--- src/rtl/wb_port_arbiter_pkg.sv ---
// Shared widths, arbiter state encoding and write-request payload for wb_port_arbiter.
package wb_port_arbiter_pkg;

  localparam int unsigned DATA_WIDTH     = 32;
  localparam int unsigned REG_ADDR_WIDTH = 5;
  localparam int unsigned NUM_REGS       = 2 ** REG_ADDR_WIDTH;

  typedef enum logic [0:0] {
    ARB_NORMAL = 1'b0,
    ARB_FORCE  = 1'b1
  } wb_arb_state_e;

  typedef struct packed {
    logic [REG_ADDR_WIDTH-1:0] addr;
    logic [DATA_WIDTH-1:0]     data;
  } wb_req_t;

endpackage

--- src/rtl/wb_port_arbiter_if.sv ---
// Writeback port bundle: pipeline request, MDU handshake and register-file write port.
// pend_mask_o exists only when WB_SCOREBOARD_EN is defined.
interface wb_port_arbiter_if;
  import wb_port_arbiter_pkg::*;

  logic                      pipe_we_i;
  logic [REG_ADDR_WIDTH-1:0] pipe_rd_addr_i;
  logic [DATA_WIDTH-1:0]     pipe_wb_data_i;
  logic                      pipe_stall_o;
  logic                      mdu_valid_i;
  logic [REG_ADDR_WIDTH-1:0] mdu_rd_addr_i;
  logic [DATA_WIDTH-1:0]     mdu_data_i;
  logic                      mdu_ready_o;
  logic                      rf_we_o;
  logic [REG_ADDR_WIDTH-1:0] rf_waddr_o;
  logic [DATA_WIDTH-1:0]     rf_wdata_o;
`ifdef WB_SCOREBOARD_EN
  logic [NUM_REGS-1:0]       pend_mask_o;
`endif

  modport slave (
    input  pipe_we_i, pipe_rd_addr_i, pipe_wb_data_i,
    input  mdu_valid_i, mdu_rd_addr_i, mdu_data_i,
    output pipe_stall_o, mdu_ready_o,
    output rf_we_o, rf_waddr_o, rf_wdata_o
`ifdef WB_SCOREBOARD_EN
    , output pend_mask_o
`endif
  );

  modport master (
    output pipe_we_i, pipe_rd_addr_i, pipe_wb_data_i,
    output mdu_valid_i, mdu_rd_addr_i, mdu_data_i,
    input  pipe_stall_o, mdu_ready_o,
    input  rf_we_o, rf_waddr_o, rf_wdata_o
`ifdef WB_SCOREBOARD_EN
    , input pend_mask_o
`endif
  );

endinterface

--- src/rtl/wb_result_fifo.sv ---
// Synchronous FIFO of wb_req_t; separate count register distinguishes full from empty.
module wb_result_fifo
  import wb_port_arbiter_pkg::*;
#(
  parameter int unsigned DEPTH = 2
) (
  input  logic                   clk_i,
  input  logic                   rst_i,
  input  logic                   push,
  input  wb_req_t                push_data,
  input  logic                   pop,
  output wb_req_t                pop_data,
  output logic                   full,
  output logic                   empty,
  output logic [$clog2(DEPTH):0] count
);

  localparam int unsigned PTR_W = $clog2(DEPTH);
  localparam int unsigned CNT_W = PTR_W + 1;

  wb_req_t            mem [DEPTH];
  logic [PTR_W-1:0]   wr_ptr;
  logic [PTR_W-1:0]   rd_ptr;
  logic [CNT_W-1:0]   cnt;
  logic               do_push;
  logic               do_pop;

  assign full     = (cnt == CNT_W'(DEPTH));
  assign empty    = (cnt == '0);
  assign count    = cnt;
  assign pop_data = mem[rd_ptr];
  assign do_push  = push && !full;
  assign do_pop   = pop && !empty;

  // Pointers wrap naturally because DEPTH is a power of two.
  always_ff @(posedge clk_i) begin
    if (rst_i) begin
      wr_ptr <= '0;
      rd_ptr <= '0;
      cnt    <= '0;
    end else begin
      if (do_push) wr_ptr <= wr_ptr + PTR_W'(1);
      if (do_pop)  rd_ptr <= rd_ptr + PTR_W'(1);
      case ({do_push, do_pop})
        2'b10:   cnt <= cnt + CNT_W'(1);
        2'b01:   cnt <= cnt - CNT_W'(1);
        default: cnt <= cnt;
      endcase
    end
  end

  always_ff @(posedge clk_i) begin
    if (do_push) mem[wr_ptr] <= push_data;
  end

endmodule

--- src/rtl/wb_port_arbiter.sv ---
// Shares the register-file write port between pipeline writeback and buffered MDU results.
// Optional WB_SCOREBOARD_EN adds a per-register pending mask of buffered MDU results.
module wb_port_arbiter
  import wb_port_arbiter_pkg::*;
#(
  parameter int unsigned FIFO_DEPTH   = 2,
  parameter int unsigned STARVE_LIMIT = 8
) (
  input  logic               clk_i,
  input  logic               rst_i,
  wb_port_arbiter_if.slave   bus
);

  localparam int unsigned CNT_W    = $clog2(FIFO_DEPTH) + 1;
  localparam int unsigned STARVE_W = $clog2(STARVE_LIMIT + 1);

  wb_arb_state_e        state_q, state_d;
  logic [STARVE_W-1:0]  starve_q, starve_d;
  logic                 fifo_full;
  logic                 fifo_empty;
  logic [CNT_W-1:0]     fifo_count;
  wb_req_t              head;
  wb_req_t              push_data;
  logic                 mdu_ready;
  logic                 push;
  logic                 grant_pipe;
  logic                 grant_fifo;
  logic                 unused_fifo_count;

  assign unused_fifo_count = ^fifo_count;

  // x0 results are acknowledged but never buffered.
  assign mdu_ready       = !rst_i && !fifo_full;
  assign push            = bus.mdu_valid_i && mdu_ready && (bus.mdu_rd_addr_i != '0);
  assign push_data       = '{addr: bus.mdu_rd_addr_i, data: bus.mdu_data_i};
  assign bus.mdu_ready_o = mdu_ready;

  wb_result_fifo #(.DEPTH(FIFO_DEPTH)) u_fifo (
    .clk_i     (clk_i),
    .rst_i     (rst_i),
    .push      (push),
    .push_data (push_data),
    .pop       (grant_fifo),
    .pop_data  (head),
    .full      (fifo_full),
    .empty     (fifo_empty),
    .count     (fifo_count)
  );

  always_ff @(posedge clk_i) begin
    if (rst_i) begin
      state_q  <= ARB_NORMAL;
      starve_q <= '0;
    end else begin
      state_q  <= state_d;
      starve_q <= starve_d;
    end
  end

  // Grant selection, starvation tracking and write-port drive.
  always_comb begin
    state_d          = state_q;
    starve_d         = starve_q;
    grant_pipe       = 1'b0;
    grant_fifo       = 1'b0;
    bus.pipe_stall_o = 1'b0;
    bus.rf_we_o      = 1'b0;
    bus.rf_waddr_o   = '0;
    bus.rf_wdata_o   = '0;
    if (!rst_i) begin
      case (state_q)
        ARB_NORMAL: begin
          if (bus.pipe_we_i)    grant_pipe = 1'b1;
          else if (!fifo_empty) grant_fifo = 1'b1;
          if (fifo_empty || grant_fifo) starve_d = '0;
          else                          starve_d = starve_q + STARVE_W'(1);
          if (starve_d == STARVE_W'(STARVE_LIMIT)) state_d = ARB_FORCE;
        end
        ARB_FORCE: begin
          grant_fifo       = !fifo_empty;
          bus.pipe_stall_o = bus.pipe_we_i;
          starve_d         = '0;
          state_d          = ARB_NORMAL;
        end
        default: state_d = ARB_NORMAL;
      endcase
    end
    if (grant_pipe) begin
      bus.rf_we_o    = (bus.pipe_rd_addr_i != '0);
      bus.rf_waddr_o = bus.pipe_rd_addr_i;
      bus.rf_wdata_o = bus.pipe_wb_data_i;
    end else if (grant_fifo) begin
      bus.rf_we_o    = 1'b1;
      bus.rf_waddr_o = head.addr;
      bus.rf_wdata_o = head.data;
    end
  end

`ifdef WB_SCOREBOARD_EN
  logic [CNT_W-1:0]    pend_cnt_q [NUM_REGS];
  logic [NUM_REGS-1:0] pend_mask;

  // Per-register count of buffered results; bit clears when the last one drains.
  always_ff @(posedge clk_i) begin
    if (rst_i) begin
      for (int r = 0; r < NUM_REGS; r++) pend_cnt_q[r] <= '0;
    end else begin
      for (int r = 1; r < NUM_REGS; r++) begin
        if ((push && bus.mdu_rd_addr_i == REG_ADDR_WIDTH'(r)) &&
            !(grant_fifo && head.addr == REG_ADDR_WIDTH'(r)))
          pend_cnt_q[r] <= pend_cnt_q[r] + CNT_W'(1);
        else if (!(push && bus.mdu_rd_addr_i == REG_ADDR_WIDTH'(r)) &&
                 (grant_fifo && head.addr == REG_ADDR_WIDTH'(r)))
          pend_cnt_q[r] <= pend_cnt_q[r] - CNT_W'(1);
      end
    end
  end

  always_comb begin
    pend_mask = '0;
    for (int r = 1; r < NUM_REGS; r++) pend_mask[r] = (pend_cnt_q[r] != '0);
  end

  assign bus.pend_mask_o = pend_mask;
`endif

endmodule

--- src/flat_wrapper.sv ---
// flat-port wrapper written by rule: the top's interface ports become plain ports
module wb_port_arbiter_flat import wb_port_arbiter_pkg::*;
#(
  parameter int unsigned FIFO_DEPTH   = 2,
  parameter int unsigned STARVE_LIMIT = 8
)
  (clk_i, rst_i, bus_pipe_we_i, bus_pipe_rd_addr_i, bus_pipe_wb_data_i, bus_mdu_valid_i, bus_mdu_rd_addr_i, bus_mdu_data_i, bus_pipe_stall_o, bus_mdu_ready_o, bus_rf_we_o, bus_rf_waddr_o, bus_rf_wdata_o);
  wb_port_arbiter_if bus_i ();
  input  logic clk_i;
  input  logic rst_i;
  input wire logic [$bits(bus_i.pipe_we_i)-1:0] bus_pipe_we_i;
  input wire logic [$bits(bus_i.pipe_rd_addr_i)-1:0] bus_pipe_rd_addr_i;
  input wire logic [$bits(bus_i.pipe_wb_data_i)-1:0] bus_pipe_wb_data_i;
  input wire logic [$bits(bus_i.mdu_valid_i)-1:0] bus_mdu_valid_i;
  input wire logic [$bits(bus_i.mdu_rd_addr_i)-1:0] bus_mdu_rd_addr_i;
  input wire logic [$bits(bus_i.mdu_data_i)-1:0] bus_mdu_data_i;
  output wire logic [$bits(bus_i.pipe_stall_o)-1:0] bus_pipe_stall_o;
  output wire logic [$bits(bus_i.mdu_ready_o)-1:0] bus_mdu_ready_o;
  output wire logic [$bits(bus_i.rf_we_o)-1:0] bus_rf_we_o;
  output wire logic [$bits(bus_i.rf_waddr_o)-1:0] bus_rf_waddr_o;
  output wire logic [$bits(bus_i.rf_wdata_o)-1:0] bus_rf_wdata_o;
  assign bus_i.pipe_we_i = bus_pipe_we_i;
  assign bus_i.pipe_rd_addr_i = bus_pipe_rd_addr_i;
  assign bus_i.pipe_wb_data_i = bus_pipe_wb_data_i;
  assign bus_i.mdu_valid_i = bus_mdu_valid_i;
  assign bus_i.mdu_rd_addr_i = bus_mdu_rd_addr_i;
  assign bus_i.mdu_data_i = bus_mdu_data_i;
  assign bus_pipe_stall_o = bus_i.pipe_stall_o;
  assign bus_mdu_ready_o = bus_i.mdu_ready_o;
  assign bus_rf_we_o = bus_i.rf_we_o;
  assign bus_rf_waddr_o = bus_i.rf_waddr_o;
  assign bus_rf_wdata_o = bus_i.rf_wdata_o;
  wb_port_arbiter #(.FIFO_DEPTH(FIFO_DEPTH), .STARVE_LIMIT(STARVE_LIMIT)) u_core (.clk_i(clk_i), .rst_i(rst_i), .bus(bus_i));
endmodule
--- config.mk ---
export PLATFORM = sky130hd
export DESIGN_NAME = wb_port_arbiter_flat
export DESIGN_NICKNAME = d
export VERILOG_FILES = /design/src/rtl/wb_port_arbiter_pkg.sv /design/src/rtl/wb_port_arbiter_if.sv /design/src/rtl/wb_result_fifo.sv /design/src/rtl/wb_port_arbiter.sv /design/src/flat_wrapper.sv
export SDC_FILE = /design/constraint.sdc
export NUM_CORES = 1
export LEC_CHECK = 0
export ABC_AREA = 1
export CORE_MARGIN = 2
export CORE_UTILIZATION = 25
export CTS_CLUSTER_SIZE = 16
export DETAILED_ROUTE_END_ITERATION = 16
export GPL_ROUTABILITY_DRIVEN = 0
export PLACE_DENSITY = 0.46
export REMOVE_ABC_BUFFERS = 1
export SLEW_MARGIN = 20
export SYNTH_ARGS = -nofsm -noshare
export SYNTH_HDL_FRONTEND = slang
export SYNTH_SLANG_ARGS = --single-unit
--- constraint.sdc ---
create_clock -name clk_i -period 7.9 [get_ports clk_i]
set_clock_uncertainty 0.15 [all_clocks]
set_input_delay 1.185 -clock clk_i [delete_from_list [all_inputs] [get_ports clk_i]]
set_output_delay 1.185 -clock clk_i [all_outputs]
set_load 0.01 [all_outputs]
Word level (Yosys, flattened, before mapping)
Memories as Yosys holds them, arrays and structs flattened. A register that Yosys moved wholly into a read port is not among the register bits.
Index checks and enable logic that the tools add are counted.

word-level totals
  output and inout port bits = 40
  memories kept = 1
  bits of input ports = 78
  bits in registers = 9
  RAM bits = 74
  logic and storage cells = 57

cells by class
  reduce and logical (&&, ||, !) cells = 13
  equal/unequal tests = 4
  bitwise gates (word level) = 1
  add/sub/neg operators = 5
  muxes and demuxes = 28

memory list
  memory             words  bits a word  read ports  clocked after memory_dff  write ports  line                  text
  u_core.u_fifo.mem  2      37           1           1                         1            wb_result_fifo.sv:21  wb_req_t mem [DEPTH];

operators with widths
  kind                                                                count
  32-bit two-way mux                                                  2
  1-bit two-way mux                                                   17
  4-bit two-way mux                                                   3
  5-bit two-way mux                                                   2
  5-bit nonzero test                                                  2
  4-bit one-hot mux with 2 select lines                               1
  1-bit logical AND                                                   5
  4-bit by 1-bit adder with 4-bit output, second input constant       1
  2-bit == test, second input constant                                2
  4-bit == test, second input constant                                1
  1-bit one-hot mux with 2 select lines                               2
  2-bit one-hot mux with 2 select lines                               1
  1-bit logical NOT                                                   3
  1-bit adder, second input constant                                  2
  2-bit by 1-bit adder with 2-bit output, second input constant       1
  2-bit by 1-bit == test with 1-bit output, second input constant     1
  2-bit logical NOT                                                   1
  2-bit nonzero test                                                  1
  2-bit by 1-bit subtractor with 2-bit output, second input constant  1
  1-bit logical OR                                                    1
  1-bit inverter                                                      1

Logic depth before layout (Yosys ltp)
Gate-level depths: netlist (run 1).

  word-level depth = 12
  gate-level depth with buffers = 12
  mapped depth without buffers = 11

By module
Synthesis (run 1) repeated with hierarchy kept, for this count alone.

unflattened totals
  cell total of the unflattened synthesis = 322
  area, all modules = 3853.7 um^2

modules (own cells, without submodules)
  module           area each (um^2)  sequential area each (um^2)  times used  cells an instance
  wb_result_fifo   3067.9            2322.2                       1           155
  wb_port_arbiter  785.8             100.1                        1           167

Least setup slack after synthesis (run 1)
OpenSTA, ideal clock, no wires.

  path type = input to register
  start point = in rst_i
  end point = mem u_core.u_fifo.mem[0][0] (netlist name), enable pin
  arrival time = 3125 ps
  stages = 5
  setup time = 431 ps
  data required time = 7319 ps
  path buffers = 0
  slack = 4194 ps
  cell sequence = inv_1 -> nand2_1 -> nor2_1 -> nand2_1 -> nor2_1

on the way
  word-level cells in the longest chain between the ends = 7

RTL lines
  item                                     line                   text
  start, declared                          flat_wrapper.sv:10     input logic rst_i;
  1-bit logical NOT                        wb_port_arbiter.sv:33  assign mdu_ready = !rst_i && !fifo_full;
  1-bit logical AND                        wb_port_arbiter.sv:33
  1-bit logical AND (2 in series)          wb_port_arbiter.sv:34  assign push = bus.mdu_valid_i && mdu_ready && (bus.mdu_rd_addr_i != '0);
  1-bit logical AND                        wb_result_fifo.sv:32   assign do_push = push && !full;
  1-bit two-way mux                        wb_result_fifo.sv:53   if (do_push) mem[wr_ptr] <= push_data;
  1-bit two-way mux (implied by the code)  wb_result_fifo.sv:53
  end, declared                            wb_result_fifo.sv:21

No other way between the ends.

Final worst setup path (run 1)
  start point = in rst_i
  end point = out bus_rf_wdata_o[16]

on the way
  word-level cells in the longest chain between the ends = 3
  elaborated cells between the ends (all ways) = 4
  those cells by class = mux (4)

RTL lines
  item                  line                   text
  1-bit two-way mux     wb_port_arbiter.sv:70  if (!rst_i) begin
  32-bit two-way mux    wb_port_arbiter.sv:92  end else if (grant_fifo) begin
  32-bit two-way mux *  wb_port_arbiter.sv:88  if (grant_pipe) begin
  end, declared         flat_wrapper.sv:21     output wire logic [$bits(bus_i.rf_wdata_o)-1:0] bus_rf_wdata_o;

Mark *: on every way between the ends. The rest lies on a longest branch, timed or not.

==> results of run 1 <==
cells in the final DEF, fill, tap and decap left out, drive strengths merged, types with 5 or more instances in the layout:
master         count
nor2              20
inv               21
nand2            124
o21ai              8
dfxtp             10
clkdlybuf4s50    117
mux2              34
edfxtp            74
nand3              5
clkbuf            10
per-stage QoR:
step / utilization [%] / power, mW
floorplan: - / 0.584
global placement: 34.7 / 0.668
detailed placement: 34.8 / 0.671
finish: 36.8 / 1.06
CTS: 36.8 / 1.08
global route: 36.8 / 1.11
state kept, by name, summed over array words and instances, names as in the netlist, named ones only:
signal / count
u_core.starve_q: 4
u_core.u_fifo.mem: 74
u_core.u_fifo.wr_ptr: 1
u_core.u_fifo.count: 2
u_core.state_q: 1
u_core.u_fifo.rd_ptr: 1
where the power goes:
group          switching (mW)  internal (mW)  total [mW]
registers              0.0128          0.502       0.515
logic                  0.0572         0.0863       0.143
clock network           0.162          0.241       0.403
total                   0.232          0.830        1.06
area by class of cell:
| class | count | area (µm²) | area share, % |
|---|---|---|---|
| sequential | 84 | 2420 | 45.3 |
| timing repair buffer | 118 | 1200 | 22.4 |
| multi-input combinational | 200 | 1130 | 21.2 |
| tap | 184 | 230 | 4.30 |
| clock buffer | 10 | 229 | 4.28 |
| inverter | 21 | 78.8 | 1.47 |
| clock inverter | 6 | 55.1 | 1.03 |
worst paths after layout:
| kind | start | endpoint | depth (start not counted) |
|---|---|---|---|
| max | rst_i | bus_rf_wdata_o[16] | 7 |
| min | u_core.u_fifo.rd_ptr$_SDFFE_PP0P_ | u_core.u_fifo.rd_ptr$_SDFFE_PP0P_ | 3 |
| max reg2reg | u_core.u_fifo.count[1]$_SDFFE_PP0P_ | u_core.u_fifo.count[1]$_SDFFE_PP0P_ | 9 |
| min reg2reg | u_core.u_fifo.rd_ptr$_SDFFE_PP0P_ | u_core.u_fifo.rd_ptr$_SDFFE_PP0P_ | 3 |
per-layer routing:
layer	part of all wire, %	wire, µm
met5	0	0
met4	1.9	156
met3	4.5	360
met2	48	3870
met1	45	3640
worst register-to-register path, delay by kind of cell, from the launching register on:
| family | cells | cell delay [ns] |
|---|---|---|
| and+or+nand+nor | 7 | 0.70 |
| adders and majority gates | 1 | 0.40 |
| DFF | 1 | 0.39 |
| buffers and inverters | 1 | 0.59 |
kinds of logic after synthesis:
kind of cell / share of synthesized area, %
AND/OR/NAND/NOR: 17.8
flip-flops: 65.2
multiplexers: 10.3
buffers and inverters: 4.48
AO/OA/AOI/OAI: 1.35
adder cells (fa/ha/maj): 0.674
XOR/XNOR: 0.236
==> summary.md, run 1 <==
| Metric | Value |
|---|---|
| Status | `finished, final reports clean` |
| Largest net degree at the start of global routing | `just over 40` |
| FF-to-FF setup slack | `5.57 ns` |
| Top-count cell post-synth | `nand2_1` |
| Worst-path cell with the longest stage delay | `inv_2` |
| Placement Cell Area | `5060 µm²` |
| Port Buffers | `about 120` |
| CTS Buf Count | `9` |
| Worst setup margin | `~3.2 ns` |
| Worst-margin pin slew | `approximately 0.98 ns` |
| Hold Path Class | `flip-flop to flip-flop` |
| Root Buffer | `clkbuf_16` |
| Vias | `~2,500` |
| CORE AREA | `roughly 15,000 µm²` |
| Synth Instances | `approximately 320` |
| DPL Wire Length | `approximately 5200 µm` |
| Hold slack | `0.384 ns` |
| Pre-CTS setup slack | `3.16 ns` |
| Tmin final | `approximately 4.7 ns` |
| First-pass GRT wire length | `12,800 µm` |
| Skew-Pair Late Insertion Delay | `around 0.33 ns` |
| Critical path type | `input port to output pin` |
| Final instance area | `about 5300 µm²` |
| Tcrit/Tclk final | `approximately three fifths` |
| Met3 Use GR | `under 10%` |
| CP max stage delay | `approximately 0.6 ns` |
| Delay-heaviest family, CP | `buffers and inverters` |
| Slew HR | `about 34%` |
| Final #Nets | `514` |
| Syn Std Cell Area | `between 3000 and 4000 µm²` |
| Row count | `44` |
| Buffers from clock root to sink, at most | `2` |
| CP endpoint kind | `output pin` |
| Top cell type's share of synthesized area | `roughly 60%` |
| Clock transition at the registers of the reported paths | `0.06 ns` |
| Avg Cell Area, Syn | `11.8 µm²` |
| Starting density of the core | `between 20% and 30%` |
| Detailed Route Iter0 Violations | `63` |
| TritonRoute pass-1 iters | `4` |
| Final wirelength | `8030 µm` |
| Sequential area share after synthesis | `roughly two thirds` |
| Max VDD drop | `between 0.07 and 0.08 mV` |
| Top Ports | `about 120` |
| RSZ-0062 raised after global routing | `no` |
| Met1 Usage GRT | `13.2%` |
| Sinks on Clock Net | `84` |
| Cell taking the most area after synthesis | `edfxtp_1` |
| Post-CTS Setup Bufs | `0` |
| Dpl cells | `607` |
| Grt met2 use | `17.0%` |
| Warning count from the yosys run | `0` |
| Buf/Inv on CP | `3` |
| GRT Resource Usage Total | `roughly a tenth` |
| Die area | `roughly 16,000 µm²` |
| Highest Clock Rate | `roughly 0.21 GHz` |
| Yosys reg bits | `84` |
| Detail Route Antenna Nets | `0` |
| Synth-to-layout area growth | `44.0%` |
| GRT overflow | `0` |
| Drc violations | `0` |
| List of most frequent post-synthesis cells | `113 x nand2_1, 74 x edfxtp_1, 34 x mux2_2` |
| Crit-path cells | `clkdlybuf4s50_1 -> nor2_4 -> nand2_4 -> inv_2 -> nand2_1 -> nand2_1 -> clkdlybuf4s50_1` |
| Final Max Slew Viols | `0` |
| Number of enable flip-flop cells after synthesis | `74` |
| Setup violators final | `0` |
| Max FO, Critical Path | `38` |
| Distinct cell type count after synthesis | `24` |
| CTS H-tree depth | `3` |
| CP required | `~6.6 ns` |
| Final Non-Filler Cells | `slightly above 600` |
| Final Hold Fails | `0` |
| Initial antenna violation count | `0` |
| Static Leak | `~2.0 nW` |
| Vias in the first global route | `2,545` |
| Die W | `roughly 130 µm` |
| Die height | `approximately 130 µm` |
| Worst Setup Start Kind | `input port` |
| Via-to-Cell Ratio | `4.06` |
| Post-CTS sizing | `0` |
| TNS Setup | `0 ns` |
| Hold Buf Count CTS | `0` |
| Cell Pwr Density | `between 150 and 200 nW/µm²` |
| Diode count | `0` |
| Top cells by area, synth | `edfxtp_1 60%, nand2_1 11%, mux2_2 10%` |
| Routed len/inst | `around 13 µm` |
| Fill cells | `roughly 1,500` |
| Data arrival time of the critical path | `between 3 and 4 ns` |
| Gr busiest metal | `met2` |
| Top FF cell, synth | `edfxtp_1` |
| Share of synthesized registers carrying an async set or reset | `0%` |
| Number of max-cap violations | `0` |
| Share of cells above drive strength 1 | `between 10% and 20%` |
| CTS tree | `built` |
No activity file was read; power rests on OpenSTA's default activity.
==> inputs of run 2 (changes only) <==
- PLACE_DENSITY: 0.46 -> 0.48
- clock period: 7.9 -> 4.1 ns (I/O delays scaled with it)
==> run 2 against run 1 <==
Against the previous run: global-route usage rose by 0.066 points; first-iteration DRC count increased by 83%; critical endpoint is now bus_rf_waddr_o[1]; critical path depth is the same; sequential power increased by 90%; via count barely moved; critical path type unchanged; cell count up 0.16%; hold slack improved by 0.0034 ns; combinational power grew 110%; non-clock buffer count grew 2; worst setup slack worse by 2.6 ns.
==> summary.md, run 2 (synthesis gave the netlist of run 1 again) <==
| Metric | Value |
|---|---|
| Status | `finished, final reports clean` |
| Dpl cells | `about 600` |
| Max FFs per register | `74` |
| GRT overflow | `0` |
| Final Max Slew Viols | `0` |
| Max VDD drop | `~0.13 mV` |
| TNS Setup | `0 ns` |
| Highest Clock Rate | `0.293 GHz` |
| Final core utilization | `36.8%` |
| Top Ports | `118` |
| Worst-margin pin slew | `approximately 0.90 ns` |
| Skew-Pair Late Insertion Delay | `roughly 0.33 ns` |
| Worst Setup Start Kind | `input port` |
| Number of max-cap violations | `0` |
| Slew HR | `39.9%` |
| Critical path type | `input port to output pin` |
| Synth-to-layout area growth | `43.9%` |
| Die W | `between 100 and 150 µm` |
| Clock transition at the registers of the reported paths | `0.05 ns` |
| Final #Nets | `approximately 520` |
| Pwr Total | `roughly 2 mW` |
| Final Hold Fails | `0` |
| Post-CTS sizing | `0` |
| Multi-input logic area | `between 1000 and 1500 µm²` |
| Cell Pwr Density | `371 nW/µm²` |
| Metal2 WL | `approximately 3800 µm` |
| CP max stage delay | `about 0.57 ns` |
| R2R depth | `7` |
| Vias | `around 2,500` |
| Final wirelength | `about 8000 µm` |
| Worst-path cell with the longest stage delay | `clkdlybuf4s50_1` |
| Met3 WL | `between 400 and 500 µm` |
| Detail Route Antenna Nets | `0` |
| Static Leak | `around 2 nW` |
| Initial antenna violation count | `0` |
| Root Buffer | `clkbuf_16` |
| Tcrit/Tclk final | `between 80% and 90%` |
| Crit. Startpoint | `rst_i` |
| Most used cell, CP | `clkdlybuf4s50_1` |
| Row count | `44` |
| Routed len/inst | `around 13 µm` |
| Vias in the first global route | `2,640` |
| Final instance area | `5340 µm²` |
| First-pass GRT wire length | `13,200 µm` |
| Largest net degree at the start of global routing | `41` |
| TritonRoute pass-1 iters | `4` |
| Max FO, Critical Path | `37` |
| DPL Wire Length | `approximately 5400 µm` |
| Final Non-Filler Cells | `624` |
| Starting density of the core | `25.6%` |
| Die height | `126 µm` |
| Sequential cell area | `~2400 µm²` |
| Hold Buf Count CTS | `0` |
| CP required | `3.34 ns` |
| Data arrival time of the critical path | `~2.7 ns` |
| RSZ-0062 raised after global routing | `no` |
| Fill cells | `between 1,000 and 1,500` |
| R2R Path Start | `u_core.u_fifo.count[0]$_SDFFE_PP0P_` |
| CTS H-tree depth | `3` |
| CORE AREA | `14,500 µm²` |
| Worst path depth | `7` |
| Hold path depth | `2` |
| Tmin final | `between 3 and 4 ns` |
| Top reg by flops | `u_core.u_fifo.mem` |
| Drc violations | `0` |
| Via-to-Cell Ratio | `4.05` |
| Crit-path cells | `clkdlybuf4s50_1 -> nor2_1 -> inv_2 -> nor2_8 -> inv_1 -> o21ai_0 -> clkdlybuf4s50_1` |
| Share of cells above drive strength 1 | `between 10% and 20%` |
| WL met1 | `3780 µm` |
| CP endpoint kind | `output pin` |
| Max layer used | `met4` |
| Detailed Route Iter0 Violations | `between 100 and 150` |
| Diode count | `0` |
| Min-delay src | `u_core.u_fifo.count[1]$_SDFFE_PP0P_` |
| Hold Path Class | `flip-flop to flip-flop` |
| Setup violators final | `0` |
| Buf/Inv on CP | `4` |
| CTS tree | `built` |
| Post-CTS Setup Bufs | `0` |
| Commonest non-fill, non-tap cell in the layout | `clkdlybuf4s50_1` |
| Delay-heaviest family, CP | `buffers and inverters` |
| Die area | `about 16,000 µm²` |
| Sinks on Clock Net | `84` |
| CTS Buf Count | `9` |
| GRT Resource Usage Total | `between 10% and 20%` |
| Buffers from clock root to sink, at most | `2` |
| Placement Cell Area | `about 5100 µm²` |
| Commonest cells after routing, fill and taps aside | `117 x clkdlybuf4s50_1, 113 x nand2_1, 74 x edfxtp_1, 34 x mux2_2, 16 x inv_1` |
| Port Buffers | `117` |
==> run 2: cell count changes in the layout (fill, tap and decap cells not counted), sizes merged <==
| cell | change |
|---|---|
| clkinv | -1 |
| clkinvlp | +1 |
| buf | +2 |
| bufinv | -1 |
==> run 2: worst register-to-register path: stages, from the launching register on <==
cell	delay (ns)
dfxtp_1	0.39
inv_1	0.09
nand2_1	0.07
nand2_1	0.08
nor2_1	0.16
nand2_1	0.15
nor2_4	0.51
buf_12	0.27
==> run 2: worst paths after layout <==
| check | to | slack (ns) |
|---|---|---|
| worst min register to register | u_core.u_fifo.count[1]$_SDFFE_PP0P_ | 0.39 |
| worst max-delay path | bus_rf_waddr_o[1] | 0.68 |
| worst min-delay path | u_core.u_fifo.count[1]$_SDFFE_PP0P_ | 0.39 |
| worst max register to register | u_core.u_fifo.mem[0][17]$_DFFE_PP_ | 1.93 |
==> run 2: per-stage QoR <==
step	setup slack, ns	hold WS [ns]
after global placement	0.674	0.364
after floorplan	0.964	0.325
after CTS	0.647	0.387
after detailed placement	0.666	0.371
final	0.683	0.387
after global routing	0.523	0.439
==> run 2: area by class of cell <==
type	count	area share [%]
clock buffers	10	4.28
clock inverters	5	0.562
inverters	21	1.48
multi-input cells	200	21.2
flip-flops and latches	84	45.4
well taps	184	4.31
repair buffers	120	22.8
==> run 2: metal layers <==
layer / global-route usage [%] / vias to the layer above
li1: - / 1302
met2: 17.3 / 82
met4: 2.71 / 0
met3: 3.44 / 7
met5: 0 / -
met1: 13.5 / 1136
==> run 2: report_power, final <==
group | switching [mW] | internal, mW | leakage [nW]
Combinational | 0.127 | 0.168 | 1.14
Clock | 0.307 | 0.403 | 0.124
Sequential | 0.00898 | 0.967 | 0.760
